**config.mk**
```make
export PLATFORM = sky130hd
export DESIGN_NAME = ss_decoder_3bit
export DESIGN_NICKNAME = d
export VERILOG_FILES = /design/src/rtl/ss_decoder_3bit.sv
export SDC_FILE = /design/constraint.sdc
export NUM_CORES = 1
export LEC_CHECK = 0
export ABC_CLOCK_PERIOD_IN_PS = 4500
export CAP_MARGIN = 20
export CORE_MARGIN = 8
export CORE_UTILIZATION = 50
export CTS_CLUSTER_SIZE = 14
export DETAILED_ROUTE_END_ITERATION = 10
export PLACE_DENSITY = 0.73
export SLEW_MARGIN = 20
export SYNTH_ARGS = -nofsm -noshare
export SYNTH_HDL_FRONTEND = slang
export SYNTH_SLANG_ARGS = --single-unit
```
**constraint.sdc**
```tcl
create_clock -name clk -period 4.5 [get_ports clk]
set_clock_uncertainty 0.05 [all_clocks]
set_input_delay 0.45 -clock clk [delete_from_list [all_inputs] [get_ports clk]]
set_output_delay 0.45 -clock clk [all_outputs]
set_load 0.1 [all_outputs]
```
**src/rtl/ss_decoder_3bit.sv**
```systemverilog
// ss_decoder_3bit: windowed stochastic-symbol to binary decoder.
// Optional build macro SS_DECODER_AUTO_RESTART_EN selects continuous windows.
module ss_decoder_3bit #(
  parameter  int LOG_WIN = 7,
  localparam int ACC_W   = LOG_WIN + 3
) (
  input  logic             clk,
  input  logic             rst,
  input  logic             start,
  input  logic [2:0]       ss_in,
  input  logic             in_valid,
  output logic [ACC_W-1:0] result,
  output logic             out_valid,
  input  logic             out_ready,
  output logic             busy,
  output logic             overrun
);

  typedef enum logic [1:0] {
    IDLE  = 2'd0,
    ACCUM = 2'd1,
    HOLD  = 2'd2
  } state_t;

  localparam logic [LOG_WIN-1:0] CNT_LAST = '1;

  state_t             state_q, state_d;
  logic [ACC_W-1:0]   acc_q, acc_d;
  logic [LOG_WIN-1:0] cnt_q, cnt_d;
  logic [ACC_W-1:0]   result_q, result_d;
  logic               out_valid_q, out_valid_d;
  logic [ACC_W-1:0]   sum;
  logic               hs;

  assign sum = acc_q + ACC_W'(ss_in);
  assign hs  = out_valid_q & out_ready;

`ifdef SS_DECODER_AUTO_RESTART_EN
  logic overrun_q, overrun_d;
  assign overrun = overrun_q;
`else
  assign overrun = 1'b0;
`endif

  // Next-state, accumulation and result/handshake update.
  always_comb begin
    state_d     = state_q;
    acc_d       = acc_q;
    cnt_d       = cnt_q;
    result_d    = result_q;
    out_valid_d = out_valid_q;
`ifdef SS_DECODER_AUTO_RESTART_EN
    overrun_d   = overrun_q;
`endif
    unique case (state_q)
      IDLE: begin
        if (start) begin
          state_d = ACCUM;
          acc_d   = '0;
          cnt_d   = '0;
        end
      end
      ACCUM: begin
`ifdef SS_DECODER_AUTO_RESTART_EN
        if (hs) out_valid_d = 1'b0;
`endif
        if (in_valid) begin
          if (cnt_q == CNT_LAST) begin
            result_d    = sum;
            out_valid_d = 1'b1;
`ifdef SS_DECODER_AUTO_RESTART_EN
            acc_d = '0;
            cnt_d = '0;
            if (out_valid_q && !out_ready)
              overrun_d = 1'b1;
`else
            state_d = HOLD;
`endif
          end else begin
            acc_d = sum;
            cnt_d = cnt_q + LOG_WIN'(1);
          end
        end
      end
      HOLD: begin
        if (hs) begin
          out_valid_d = 1'b0;
          if (start) begin
            state_d = ACCUM;
            acc_d   = '0;
            cnt_d   = '0;
          end else begin
            state_d = IDLE;
          end
        end
      end
      default: state_d = IDLE;
    endcase
  end

  // State and datapath registers; reset discards any partial window.
  always_ff @(posedge clk or posedge rst) begin
    if (rst) begin
      state_q     <= IDLE;
      acc_q       <= '0;
      cnt_q       <= '0;
      result_q    <= '0;
      out_valid_q <= 1'b0;
    end else begin
      state_q     <= state_d;
      acc_q       <= acc_d;
      cnt_q       <= cnt_d;
      result_q    <= result_d;
      out_valid_q <= out_valid_d;
    end
  end

`ifdef SS_DECODER_AUTO_RESTART_EN
  // Sticky overrun flag, cleared only by reset.
  always_ff @(posedge clk or posedge rst) begin
    if (rst) overrun_q <= 1'b0;
    else     overrun_q <= overrun_d;
  end
`endif

  assign result    = result_q;
  assign out_valid = out_valid_q;
  assign busy      = (state_q != IDLE);

endmodule

```
==> flow_metrics.py, run 1 <==
metrics = {
    "power_and_ir_drop": {
        "p_leak_nw": 0.827,
        "total_power_uw": 751,
        "power.density_nw_per_um2": 401,
        "peakVddDrop_v": 0.000224,
    },
    "drt": {
        "drc": 0,
        "wirelength_mm": 3.35,
        "via_per_inst": 5.60,
        "drtAntennaViolNets": 0,
        "vias": 1227,
        "first_iter_violations": 54,
        "first_pass_iters": 4,
        "wl_per_cell_um": 15.3,
    },
    "synthesis": {
        "netlist_area_um2": 1620,
        "synth-main-ff-cell": "dfrtp_1",
        "yosysUniqueCellTypes": 51,
        "yosysSeqAreaShare_pct": 46.3,
        "synth.area.top_cells": "dfrtp_1 46%, nor2_1 3.5%, xnor2_1 3.2%",
        "synth-edff-count": 0,
        "syn_nets": 168,
        "synthArstFlopShare_pct": 100,
        "netlist.top_cell.by_area": "dfrtp_1",
        "synth_area_per_cell_um2": 10.5,
        "ys_seq_elements": 30,
        "synth.top_cell.area_share_pct": 46.3,
        "yosysWarnings": 0,
        "synthCells": 155,
    },
    "clock_tree": {
        "cts_hold_buffers": 0,
        "ctsResizeCount": 0,
        "cts_inserted_buffers": 5,
        "htree_num_levels": 2,
        "clk_latency_ns": 0.33,
        "clockBufferDepth": 2,
        "clk_pin_slew_ns": 0.09,
        "cts.sinks": 30,
        "postCtsSetupBuffers": 0,
        "cts_tree": "done",
        "root_buffer": "clkbuf_4",
    },
    "worst_setup_path": {
        "required_ns": 4.00,
        "cp_cell_sequence": "or2_2 -> clkdlybuf4s50_1",
        "crit_family": "buffers and inverters",
        "critPathMaxStageDelay_ns": 1.12,
        "arrival_ns": 2.13,
        "end_kind": "output port",
        "r2r_slack_ns": 2.45,
        "critPathBufInv": 1,
        "start_kind": "flop",
        "cp_slowest_cell": "clkdlybuf4s50_1",
        "crit_type": "reg2out",
        "crit_path_max_fanout": 9,
    },
    "layout": {
        "diodes": 0,
        "post-route-util_pct": 60.9,
        "fillers": 273,
        "layout.nets": 188,
        "area_delta_synth_final_pct": 15.5,
        "drive_above_1_share_pct": 12.0,
    },
    "global_route": {
        "grt_pass1_vias": 1267,
        "grt_overflow": 0,
        "antenna_found_initial": 0,
        "grt_max_degree": 31,
        "grt_pass1_wl_mm": 5.66,
        "grt_usage_pct": 13.9,
    },
    "worst_hold_path": {
        "hold_class": "in2async",
    },
    "timing": {
        "setup_viol": 0,
        "relSlewSlack_pct": 34.6,
        "finalHoldViolations": 0,
        "max_freq_mhz": 380,
        "fin_setup_tns_ns": 0,
        "fin_crit_ns": 2.63,
        "layout_setup_ws_ns": 1.87,
        "slew_viol_final": 0,
        "rsz0062_at_grt": "no",
        "tightestPinTransition_ns": 0.977,
        "min_period_over_period_pct": 58.5,
    },
    "floorplanning": {
        "rows": 20,
        "die_w_um": 73.0,
        "dieArea_um2": 5320,
        "fp.dieH_um": 73.0,
        "core-area_um2": 3080,
        "ios": 21,
        "start_util_pct": 52.7,
    },
    "run": {
        "drv_cap": 0,
    },
    "placed_design": {
        "hpwl_mm": 2.44,
        "dp_slack_ns": 1.90,
        "portBuffers": 19,
        "routabilityCongestion": 0.803,
    },
    "run_status": {
        "status": "finished, final reports clean",
    },
}
-- sequential cells by signal, indices dropped and copies added, names as in the netlist --
| name | cells |
|---|---|
| out_valid | 1 |
| cnt_q | 7 |
| acc_q | 10 |
| result | 10 |
| state_q | 2 |
-- worst paths after layout --
check | from | endpoint | depth (start not counted)
worst max register to register | cnt_q[0] | result[3] | 4
worst min register to register | acc_q[0] | acc_q[0] | 1
min in group clk | acc_q[0] | acc_q[0] | 1
worst min-delay path | rst | state_q[1] | 3
worst max-delay path | state_q[1] | busy | 2
max in group asynchronous | rst | acc_q[1] | 3
-- per-layer routing --
layer | track usage (%) | up-vias | wire (um)
met5 | 0 | - | 0
met4 | 8.22 | 0 | 68
met3 | 4.40 | 8 | 165
met2 | 22.4 | 22 | 1600
met1 | 15.8 | 597 | 1520
li1 | - | 600 | -
-- cell usage after synthesis (2+ instances only) --
cell / n
a221o_1: 3
buf_4: 2
xnor2_1: 6
dfrtp_1: 30
nand3_1: 6
nand2_1: 5
inv_1: 8
a22o_1: 3
mux2i_1: 2
a21o_1: 2
buf_2: 3
xor2_1: 2
a21oi_1: 7
a211o_1: 2
a211oi_2: 2
mux2_2: 3
and3_1: 3
and2_1: 2
nor3_1: 4
nor2_1: 15
or3_1: 3
a31oi_1: 5
o21ai_0: 6
ha_1: 4
-- placed cells by master (no fill, tap or decap), types with 2 or more instances in the layout --
cell type        count
a211o_1              2
mux2i_1              2
nand3_1              6
a21o_1               2
ha_1                 4
and3_1               3
xnor2_1              6
dfrtp_1             30
clkbuf_1             2
nand2_1              5
and2_1               2
a22o_1               3
a211oi_2             2
xor2_1               2
nor3_1               4
inv_1                8
a21oi_1              7
clkdlybuf4s50_1     19
or3_1                3
clkbuf_4             5
mux2_2               3
nor2_1              15
o21ai_0              6
a221o_1              3
a31oi_1              5
-- cells by family (layout without fill, tap and decap cells) --
family | Yosys count | count (layout) | synth area share [%]
AND/OR/NAND/NOR | 53 | 53 | 19.2
AO/OA/AOI/OAI | 38 | 38 | 17.6
flip-flops | 30 | 30 | 46.3
buffers and inverters | 15 | 35 | 4.71
XOR/XNOR | 8 | 8 | 4.32
adder cells (fa/ha/maj) | 5 | 5 | 4.32
multiplexers | 5 | 5 | 3.32
other | 1 | 1 | 0.231
-- worst min-delay path, cell delays in order --
cell and delay (ns):
clkdlybuf4s50_1 0.40, inv_1 0.05, buf_4 0.34
-- per-stage QoR --
stage / cell area [um2] / std cells / hold WS (ns)
final: 1870 / 219 / 0.441
after global routing: 1870 / 219 / 0.488
after CTS: 1870 / 219 / 0.450
after detailed placement: 1830 / 212 / 0.445
after global placement: 1830 / 212 / 0.443
after floorplan: 1620 / 155 / 0.420
-- cell type report --
class                      count  area (um2)  area share, %
clock buffer                   7        45.0           2.40
inverter                       8        30.0           1.60
sequential                    30         751           40.1
multi-input combinational    110         795           42.4
tap                           44        55.1           2.94
timing repair buffer          20         198           10.6
-- where the power goes --
group          internal (mW)  total [mW]  switching, mW
clock                 0.0588       0.146         0.0873
sequential             0.317       0.379         0.0612
combinational          0.102       0.227          0.124
No activity file was read; power rests on OpenSTA's default activity.
==> inputs of run 2 (changes only) <==
ABC_CLOCK_PERIOD_IN_PS = 2500   (was 4500)
clock period = 2.5 ns   (was 4.5 ns; I/O delays follow)
==> run 2 against run 1 <==
Net effect:
- register-to-register slack worse by 2.0 ns
- worst setup slack lost 1.4 ns
- combinational power rose by 83%
- total power increased by 86%
- utilization decreased by 0.24 points
- sequential share of layout area rose by 0.16 points
- design area down 0.40%
- worst hold slack worse by 0.20 ns
- global-route usage increased by 0.43 points
- highest routed layer unchanged
==> flow_metrics.py, run 2 (synthesis results as in run 1) <==
metrics = {
    "drt": {
        "first_pass_iters": 4,
        "via_per_inst": 5.58,
        "vias": 1233,
        "wirelength_mm": 3.32,
        "first_iter_violations": 86,
        "drtAntennaViolNets": 0,
        "wl_per_cell_um": 15.0,
        "drc": 0,
    },
    "timing": {
        "setup_viol": 0,
        "min_period_over_period_pct": 81.6,
        "tightestPinTransition_ns": 0.631,
        "slew_viol_final": 0,
        "hold_slack_ns": 0.246,
        "relSlewSlack_pct": 58.0,
        "rsz0062_at_grt": "no",
        "max_freq_mhz": 490,
        "fin_setup_tns_ns": 0,
        "fin_crit_ns": 2.04,
        "finalHoldViolations": 0,
    },
    "worst_setup_path": {
        "crit_path_max_fanout": 3,
        "end_kind": "flop",
        "required_ns": 2.67,
        "cp_slowest_cell": "clkdlybuf4s50_1",
        "arrival_ns": 2.21,
        "start_kind": "primary input",
        "crit_type": "in2reg",
        "cp_cell_sequence": "clkdlybuf4s50_1 -> ha_1 -> inv_1 -> fa_1 -> nor2b_1 -> o21ai_0 -> and2_1 -> a221o_1",
        "critPathMaxStageDelay_ns": 0.46,
    },
    "global_route": {
        "grt_overflow": 0,
        "antenna_found_initial": 0,
        "grt_usage_pct": 14.3,
        "grt_pass1_wl_mm": 5.89,
        "grt_max_degree": 31,
        "grt_pass1_vias": 1246,
    },
    "power_and_ir_drop": {
        "power.density_nw_per_um2": 750,
        "p_sw_uw": 508,
        "p_int_uw": 892,
        "p_comb_share_pct": 29.6,
        "p_leak_nw": 0.865,
        "power_frac_seq_pct": 48.8,
        "switching_share_pct": 36.3,
        "pwr-share-clk_pct": 21.5,
        "peakVddDrop_v": 0.000555,
    },
    "clock_tree": {
        "clk_pin_slew_ns": 0.09,
        "cts.sinks": 30,
        "cts_inserted_buffers": 5,
        "clockBufferDepth": 2,
        "postCtsSetupBuffers": 0,
        "htree_num_levels": 2,
        "clk_latency_ns": 0.33,
        "cts_tree": "done",
        "ctsResizeCount": 0,
        "cts_hold_buffers": 0,
        "root_buffer": "clkbuf_4",
    },
    "placed_design": {
        "hpwl_mm": 2.39,
        "routabilityCongestion": 0.815,
        "portBuffers": 19,
    },
    "floorplanning": {
        "die_w_um": 73.0,
        "core-area_um2": 3080,
        "fp.dieH_um": 73.0,
        "ios": 21,
        "rows": 20,
        "dieArea_um2": 5320,
        "start_util_pct": 52.7,
    },
    "layout": {
        "final_common_cell": "dfrtp_1",
        "most-common-layout-cells": "30 x dfrtp_1, 15 x nor2_1, 14 x buf_4, 8 x inv_1",
        "layout.nets": 189,
        "drive_above_1_share_pct": 20.3,
        "diodes": 0,
        "area_delta_synth_final_pct": 15.0,
    },
    "worst_hold_path": {
        "hold_class": "in2async",
    },
    "run": {
        "drv_cap": 0,
    },
    "run_status": {
        "status": "finished, final reports clean",
    },
}
run 2: cell count changes in the layout (fill, tap and decap cells not counted), sizes merged:
| cell | previous run | this run |
|---|---|---|
| clkinv | 0 | 1 |
| buf | 1 | 14 |
| clkdlybuf4s50 | 19 | 7 |
run 2: worst max-delay path, delay by kind of cell:
family                     cells  cell delay [ns]
adders and majority gates      2             0.59
buffers and inverters          2             0.52
AOI/OAI and AO/OA              2             0.45
and+or+nand+nor                2             0.40
run 2: layout make-up:
type	instances	area, um2
Clock buffer	7	55.1
Clock inverter	1	5.00
Fill cell	277	1210
Inverter	8	30.0
Multi-Input combinational cell	110	795
Sequential cell	30	751
Tap cell	44	55.1
Timing Repair Buffer	21	175
run 2: power by group through the flow:
stage,Clock [mW],Combinational (mW),Sequential (mW)
after floorplan,0,0.369,0.649
after global placement,0,0.396,0.682
after detailed placement,0,0.414,0.686
after CTS,0.317,0.417,0.678
after global routing,0.336,0.467,0.700
final,0.302,0.415,0.683
run 2: worst paths after layout:
kind                       startpoint    endpoint  slack [ns]  cells past startpoint
min                               rst  state_q[1]        0.25                      3
max                          ss_in[0]    acc_q[6]        0.46                      8
max in group asynchronous         rst    cnt_q[0]        1.87                      3
min reg2reg                  acc_q[0]    acc_q[0]        0.47                      1
max reg2reg                  acc_q[0]    acc_q[6]        0.49                      7
min in group clk             acc_q[0]    acc_q[0]        0.47                      1
run 2: metal layers:
layer	global-route usage, %	share of wire [%]	vias up
met1	17.8	48	593
met3	3.85	4.9	7
met2	22.1	46	30
met4	7.56	1.8	0
li1	-	-	603
met5	0	0	-
run 2: stage by stage:
step / setup WS (ns) / area, um2 / std cells / utilization [%] / power (mW)
global route: 0.331 / 1870 / 221 / 60.6 / 1.50
global placement: 0.172 / 1810 / 213 / 58.7 / 1.08
CTS: 0.485 / 1870 / 221 / 60.6 / 1.41
floorplan: 0.333 / 1620 / 155 / - / 1.02
detailed placement: 0.131 / 1810 / 213 / 58.7 / 1.10
finish: 0.461 / 1870 / 221 / 60.6 / 1.40
